<file path="src/rtl/pack_pbits.sv">
// Transmit-side framer: snapshots the p-bit state vector on request and streams it
// out as FRAME_COUNT AXI-Stream beats, lowest slice first, with tlast on the final beat.
module pack_pbits #(
    parameter int DATA_WIDTH      = 256,
    parameter int TOTAL_NUM_PBITS = 1024
) (
    input  logic                       clk,
    input  logic                       rst_n,
    input  logic [TOTAL_NUM_PBITS-1:0] pbits,
    input  logic                       send_req,
    output logic [DATA_WIDTH-1:0]      s_axis_tx_tdata,
    output logic                       s_axis_tx_tvalid,
    input  logic                       s_axis_tx_tready,
    output logic                       s_axis_tx_tlast,
    output logic                       busy,
    output logic                       frame_done,
    output logic [31:0]                frames_sent
);

    localparam int FRAME_COUNT = TOTAL_NUM_PBITS / DATA_WIDTH;
    localparam int IDX_W       = (FRAME_COUNT > 1) ? $clog2(FRAME_COUNT) : 1;
    localparam logic [IDX_W-1:0] LAST_IDX = IDX_W'(FRAME_COUNT - 1);

    generate
        if ((TOTAL_NUM_PBITS % DATA_WIDTH) != 0 || FRAME_COUNT < 1) begin : g_bad_params
            $error("pack_pbits: TOTAL_NUM_PBITS must be a non-zero multiple of DATA_WIDTH");
        end
    endgenerate

    typedef enum logic {
        IDLE = 1'b0,
        SEND = 1'b1
    } state_e;

    state_e                                 state_q, state_d;
    logic [FRAME_COUNT-1:0][DATA_WIDTH-1:0] snap_q, snap_d;
    logic [IDX_W-1:0]                       idx_q, idx_d;
    logic                                   pending_q, pending_d;
    logic [DATA_WIDTH-1:0]                  tdata_q, tdata_d;
    logic                                   tvalid_q, tvalid_d;
    logic                                   tlast_q, tlast_d;
    logic                                   busy_q, busy_d;
    logic                                   frame_done_q, frame_done_d;
    logic [31:0]                            frames_sent_q, frames_sent_d;
    logic                                   xfer;
    logic                                   capture;

    assign xfer = tvalid_q && s_axis_tx_tready;

    always_comb begin
        // NOTE: every _d gets a default before any branch so no path leaves it unassigned (no latch).
        state_d       = state_q;
        snap_d        = snap_q;
        idx_d         = idx_q;
        pending_d     = pending_q;
        tdata_d       = tdata_q;
        tvalid_d      = tvalid_q;
        tlast_d       = tlast_q;
        frame_done_d  = 1'b0;
        frames_sent_d = frames_sent_q;
        capture       = 1'b0;

        case (state_q)
            IDLE: begin
                if (send_req) begin
                    capture = 1'b1;
                end
            end
            SEND: begin
                if (xfer && tlast_q) begin
                    frame_done_d  = 1'b1;
                    frames_sent_d = frames_sent_q + 32'd1;
                    // A request on this very edge counts as pending and chains the next frame.
                    if (pending_q || send_req) begin
                        capture   = 1'b1;
                        pending_d = 1'b0;
                    end else begin
                        state_d  = IDLE;
                        tvalid_d = 1'b0;
                        tlast_d  = 1'b0;
                    end
                end else begin
                    if (send_req) begin
                        pending_d = 1'b1;
                    end
                    if (xfer) begin
                        idx_d   = idx_q + IDX_W'(1);
                        tdata_d = snap_q[idx_d];
                        tlast_d = (idx_d == LAST_IDX);
                    end
                end
            end
            default: state_d = IDLE;
        endcase

        // Beat 0 comes straight from pbits since the snapshot is written on the same edge.
        if (capture) begin
            snap_d   = pbits;
            idx_d    = '0;
            tdata_d  = pbits[DATA_WIDTH-1:0];
            tvalid_d = 1'b1;
            tlast_d  = (FRAME_COUNT == 1);
            state_d  = SEND;
        end

        busy_d = (state_d == SEND) || pending_d;
    end

    // NOTE: state uses non-blocking assignments so every flop samples pre-edge values.
    always_ff @(posedge clk or negedge rst_n) begin
        if (!rst_n) begin
            state_q       <= IDLE;
            idx_q         <= '0;
            pending_q     <= 1'b0;
            tdata_q       <= '0;
            tvalid_q      <= 1'b0;
            tlast_q       <= 1'b0;
            busy_q        <= 1'b0;
            frame_done_q  <= 1'b0;
            frames_sent_q <= '0;
        end else begin
            state_q       <= state_d;
            idx_q         <= idx_d;
            pending_q     <= pending_d;
            tdata_q       <= tdata_d;
            tvalid_q      <= tvalid_d;
            tlast_q       <= tlast_d;
            busy_q        <= busy_d;
            frame_done_q  <= frame_done_d;
            frames_sent_q <= frames_sent_d;
        end
    end

    // NOTE: the wide snapshot is a data store with no reset; it is always rewritten before use.
    always_ff @(posedge clk) begin
        snap_q <= snap_d;
    end

    assign s_axis_tx_tdata  = tdata_q;
    assign s_axis_tx_tvalid = tvalid_q;
    assign s_axis_tx_tlast  = tlast_q;
    assign busy             = busy_q;
    assign frame_done       = frame_done_q;
    assign frames_sent      = frames_sent_q;

endmodule
</file>
<file path="config.mk">
export PLATFORM = sky130hd
export DESIGN_NAME = pack_pbits
export DESIGN_NICKNAME = d
export VERILOG_FILES = /design/src/rtl/pack_pbits.sv
export SDC_FILE = /design/constraint.sdc
export NUM_CORES = 2
export LEC_CHECK = 0
export ABC_AREA = 1
export CAP_MARGIN = 10
export CORE_AREA = 10 10 513 515
export DETAILED_ROUTE_END_ITERATION = 10
export DIE_AREA = 0 0 523 525
export GPL_TIMING_DRIVEN = 1
export SETUP_SLACK_MARGIN = 0.05
export SLEW_MARGIN = 5
export SYNTH_ARGS = -nofsm -noshare
export SYNTH_HDL_FRONTEND = slang
export SYNTH_SLANG_ARGS = --single-unit
</file>
<file path="constraint.sdc">
create_clock -name clk -period 24.1 [get_ports clk]
set_clock_uncertainty 0.15 [all_clocks]
set_input_delay 4.82 -clock clk [delete_from_list [all_inputs] [get_ports clk]]
set_output_delay 4.82 -clock clk [all_outputs]
set_load 0.05 [all_outputs]
</file>
# Yosys cells after proc, flatten, opt, wreduce, memory -nomap -nowiden
# Index checks and enable logic that the tools add are counted.
[op_classes]
n_addsub = 2
order_cmp = 1
eq_ne = 4
n_mux = 31
bitwise = 1
reduce_logical = 12
[op_table]
columns = ["cell", "n"]
rows = [
  ["two-way mux 256 bit", 5],
  ["binary-select mux 256 bit (select 2 bit)", 1],
  ["adder 32 x 1 -> 32 bit, second input constant", 1],
  ["two-way mux 1 bit", 20],
  ["AND reduction 3 bit", 3],
  ["two-way mux 2 bit", 4],
  ["nonzero test 2 bit", 3],
  ["!= test 2 bit, second input constant", 2],
  ["< comparator 2 x 3 -> 1 bit, second input constant", 1],
  ["!= test 3 bit, second input constant", 1],
  ["nonzero test 3 bit", 1],
  ["adder 2 x 1 -> 2 bit, second input constant", 1],
  ["equality test 2 bit, second input constant", 1],
  ["logical AND 1 bit", 2],
  ["logical OR 1 bit", 2],
  ["case mux 1 bit (2 select lines)", 1],
  ["AND reduction 2 bit", 1],
  ["inverter 1 bit", 1],
]
[word_totals]
reg_bits = 1320
output_inout_bits = 292
word_cells = 64

# Logic depth before layout (Yosys ltp)
[depth]
ltp_word = 7
depth_mapped = 14
ltp_nobuf = 9

# Worst setup path after synthesis
# Ideal clock, no wire load.
[synth_path]
path_kind = "input to register"
startpoint = "input port s_axis_tx_tready"
endpoint = "register snap_q[0] in the netlist's numbering (enable)"
t_arrival_ns = 25.233
slack_ns = -2.648
path_stages = 6
path_buffers = 2
cell_sequence = "nand3_2 nand2_1 nand3_2 buf_2 buf_2 inv_1"
[synth_between]
elab_chain_cells = 4
[synth_rtl]
columns = ["item", "line", "source"]
rows = [
  ["start: declaration", "13", "input logic s_axis_tx_tready,"],
  ["logical AND 1 bit", "48", "assign xfer = tvalid_q && s_axis_tx_tready;"],
  ["logical AND 1 bit", "70", "if (xfer && tlast_q) begin"],
  ["two-way mux 1 bit", "70", ""],
  ["case mux 1 bit (2 select lines)", "63", "case (state_q)"],
  ["net capture", "46", "logic capture;"],
  ["end signal: assignment", "136", "snap_q <= snap_d;"],
  ["end: declaration", "36", "logic [FRAME_COUNT-1:0][DATA_WIDTH-1:0] snap_q, snap_d;"],
]
# The timed path passes the listed nets, and every way through them passes these cells.
# A chain may end at the register's enable or synchronous reset.

# Worst setup path in the final report
[layout_path]
startpoint = "input port send_req"
endpoint = "register snap_q[54] in the netlist's numbering (enable)"
[layout_between]
elab_chain_cells = 4
elab_cells_between_ends = 5
[layout_rtl]
columns = ["item", "line", "source"]
rows = [
  ["start: declaration", "10", "input logic send_req,"],
  ["logical OR 1 bit", "74", "if (pending_q || send_req) begin"],
  ["two-way mux 1 bit", "74", ""],
  ["two-way mux 1 bit", "70", ""],
  ["case mux 1 bit (2 select lines) *", "63", ""],
  ["net capture", "46", ""],
]
# Mark *: on every way through the listed nets, which the timed path passes. The rest lies on a longest branch.

==> impl_metrics.json <==
{
  "dp_hpwl_mm": 175,
  "ys_warn_count": 0,
  "synth_top_flop_cell": "edfxtp_1",
  "synth_nets": 5693,
  "ys_seq_area_share_pct": 72.8,
  "fillers": 25700,
  "synth_edf_count": 1024,
  "place_ws_ps": 13620,
  "syn_inst": 4663,
  "drv_slew": 0,
  "drtPass1Iterations": 6,
  "start_util_pct": 20.7,
  "relSlewSlack_pct": 17.0,
  "syn_area_per_cell_sq_um": 11.2,
  "cp.required_ps": 24320,
  "portBuffers": 1319,
  "slowest_delay_ps": 890,
  "clock-sinks": 1320,
  "reg2reg_from": "s_axis_tx_tlast",
  "cp_cell_sequence": "clkdlybuf4s50_1, or2_1, nand3_4, clkinvlp_4, buf_12, buf_4, buf_4, buf_12",
  "ioPinCount": 1320,
  "grtUsageTotal_pct": 16.0,
  "via_count": 40600,
  "rr_worst_depth": 8,
  "areaGrowthSynthToFinish_pct": 41.9,
  "start_kind": "primary input",
  "setup_tns_ps": 0,
  "p_sw_share_pct": 43.1,
  "path_clk_slew_ps": 60,
  "p_leak_nw": 28.0,
  "clk_path_buf_depth": 3,
  "final_common_cell": "nand2_1",
  "cts_root_buffer": "clkbuf_16",
  "coreArea_sq_um": 253000,
  "post_cts_buffers": 0,
  "status": "completed",
  "p_switching_w": 0.00415,
  "drive_gt1_share_pct": 5.15,
  "die_y_um": 525,
  "seq_power_share_pct": 32.2,
  "clkPwrFrac_pct": 24.8,
  "timing.final.ws_setup_ps": 14270,
  "fin_nets": 6937,
  "crit_path_max_fanout": 166,
  "r2r_slack_ps": 18350,
  "ys_types": 28,
  "cts_inserted_buffers": 152,
  "ir_drop_mv": 0.0765,
  "ant_nets": 0,
  "max_freq_mhz": 102,
  "cts_tree": "yes",
  "post_cts_resized": 0,
  "die_area_sq_um": 275000,
  "routed_via_density": 4.29,
  "drc": 0,
  "grt_pass1_vias": 40200,
  "row_count": 185,
  "period_needed_ps": 9830,
  "drtIter0Drc": 3740,
  "clk_latency_ps": 790,
  "worstReg2RegEnd": "snap_q[54]",
  "antenna_found_initial": 78,
  "cap_violations": 0,
  "die_x_um": 523,
  "crit_arrival_ps": 10050,
  "critical_path.slowest_cell": "buf_4",
  "fin_crit_sh_pct": 40.8,
  "syn-cell-area_sq_um": 52400,
  "async_flop_share_pct": 22.4,
  "overflow": 0,
  "crit_start": "send_req",
  "crit_path_end_kind": "register",
  "endpoint": "snap_q[54]",
  "postCtsHoldBufs": 0,
  "final_cell_mix": "1,895 x nand2_1, 1,309 x clkdlybuf4s50_1, 1,024 x edfxtp_1",
  "intPower_w": 0.00548,
  "grt_pass1_wl_mm": 318,
  "htreeDepth": 4,
  "rsz0062_at_grt": "false",
  "detail_route.wl_per_cell_um": 24.5,
  "hold_violations": 0,
  "worst_hold_path_type": "reg2reg",
  "path_class": "in2reg",
  "synth_seq_cells": 1320,
  "grt_max_degree": 170,
  "worst_slew_pin_slew_ps": 1240,
  "gp_congestion": 0.904,
  "combPwrFrac_pct": 43.0,
  "powerDensity_nw_per_um2": 130,
  "wirelength_mm": 232,
  "setup_violations": 0
}
==> worst max-delay path: cells and delay by family <==
kind / cells / cell delay (ps)
buffers and inverters: 6 / 3860
and+or+nand+nor: 2 / 450
==> how the worst min path moves through the flow <==
stage | startpoint | end | slack (ps) | cells past startpoint
6_report | s_axis_tx_tdata[212] | s_axis_tx_tdata[212] | 330 | 2
3_5_place_dp | s_axis_tx_tdata[210] | s_axis_tx_tdata[210] | 320 | 2
3_3_place_gp | s_axis_tx_tdata[213] | s_axis_tx_tdata[213] | 320 | 2
4_1_cts | s_axis_tx_tdata[210] | s_axis_tx_tdata[210] | 340 | 2
5_1_grt | s_axis_tx_tdata[168] | s_axis_tx_tdata[168] | 360 | 2
2_1_floorplan | idx_q[1] | idx_q[1] | 310 | 2
==> cells by family after synthesis <==
family	count (synthesis)	share of synthesized area [%]
DFF	1320	72.8
buffers and inverters	315	2.62
adders and majority gates	2	0.0478
xor gates and xnor gates	15	0.251
AOI/OAI and AO/OA	520	4.98
and+or+nand+nor	2491	19.3
==> synthesized netlist by cell type, types with 13 or more instances <==
| cell | count | share of area, % |
|---|---|---|
| edfxtp_1 | 1024 | 59 |
| inv_1 | 28 | 0.20 |
| o21ai_0 | 279 | 2.7 |
| buf_2 | 102 | 0.97 |
| nand2_1 | 1896 | 14 |
| o21ai_1 | 239 | 2.3 |
| nor2_1 | 41 | 0.29 |
| nand3_1 | 530 | 5.1 |
| dfrtp_1 | 296 | 14 |
| buf_1 | 49 | 0.35 |
| clkbuf_1 | 119 | 0.85 |
| buf_4 | 13 | 0.19 |
==> area by class of cell <==
cell class	instances	area, sq um	area share, %
clock inverters	73	881	1.18
flip-flops and latches	1320	38200	51.3
clock buffers	211	4290	5.77
diodes	46	115	0.155
repair buffers	1375	13700	18.4
multi-input cells	3028	12900	17.3
well taps	3366	4210	5.66
inverters	30	131	0.177
==> sequential cells by signal, indices dropped and copies added (netlist names), 2 cells and up <==
| name | flops |
|---|---|
| s_axis_tx_tdata | 256 |
| frames_sent | 32 |
| idx_q | 2 |
| snap_q | 1024 |
==> through the flow <==
step                hold slack (ps)  util [%]  power (W)  instances  area, sq um
global route                    361      29.4     0.0102       9432        74300
finish                          334      29.4    0.00964       9449        74300
global placement                321      27.3    0.00733       9119        69100
floorplan                       313         -    0.00573       4663        52400
CTS                             337      29.3    0.00979       9403        74200
detailed placement              322      27.3    0.00736       9119        69100
==> power groups by stage <==
| stage | Sequential, W | Clock [W] | Combinational, W |
|---|---|---|---|
| after floorplan | 0.00392 | 0 | 0.00180 |
| after global placement | 0.00314 | 0 | 0.00418 |
| after detailed placement | 0.00315 | 0 | 0.00421 |
| after CTS | 0.00311 | 0.00245 | 0.00422 |
| after global routing | 0.00315 | 0.00254 | 0.00453 |
| final | 0.00310 | 0.00239 | 0.00415 |
==> layer usage <==
metal  global-route usage, %  vias to the layer above  part of all wire (%)
li1                        -                    18600                     -
met1                    18.9                    19700                    39
met2                    26.1                     1863                    47
met3                    6.40                      351                    11
met4                    6.12                       42                   3.8
met5                       0                        -                  0.11
No activity file was read; power rests on OpenSTA's default activity.
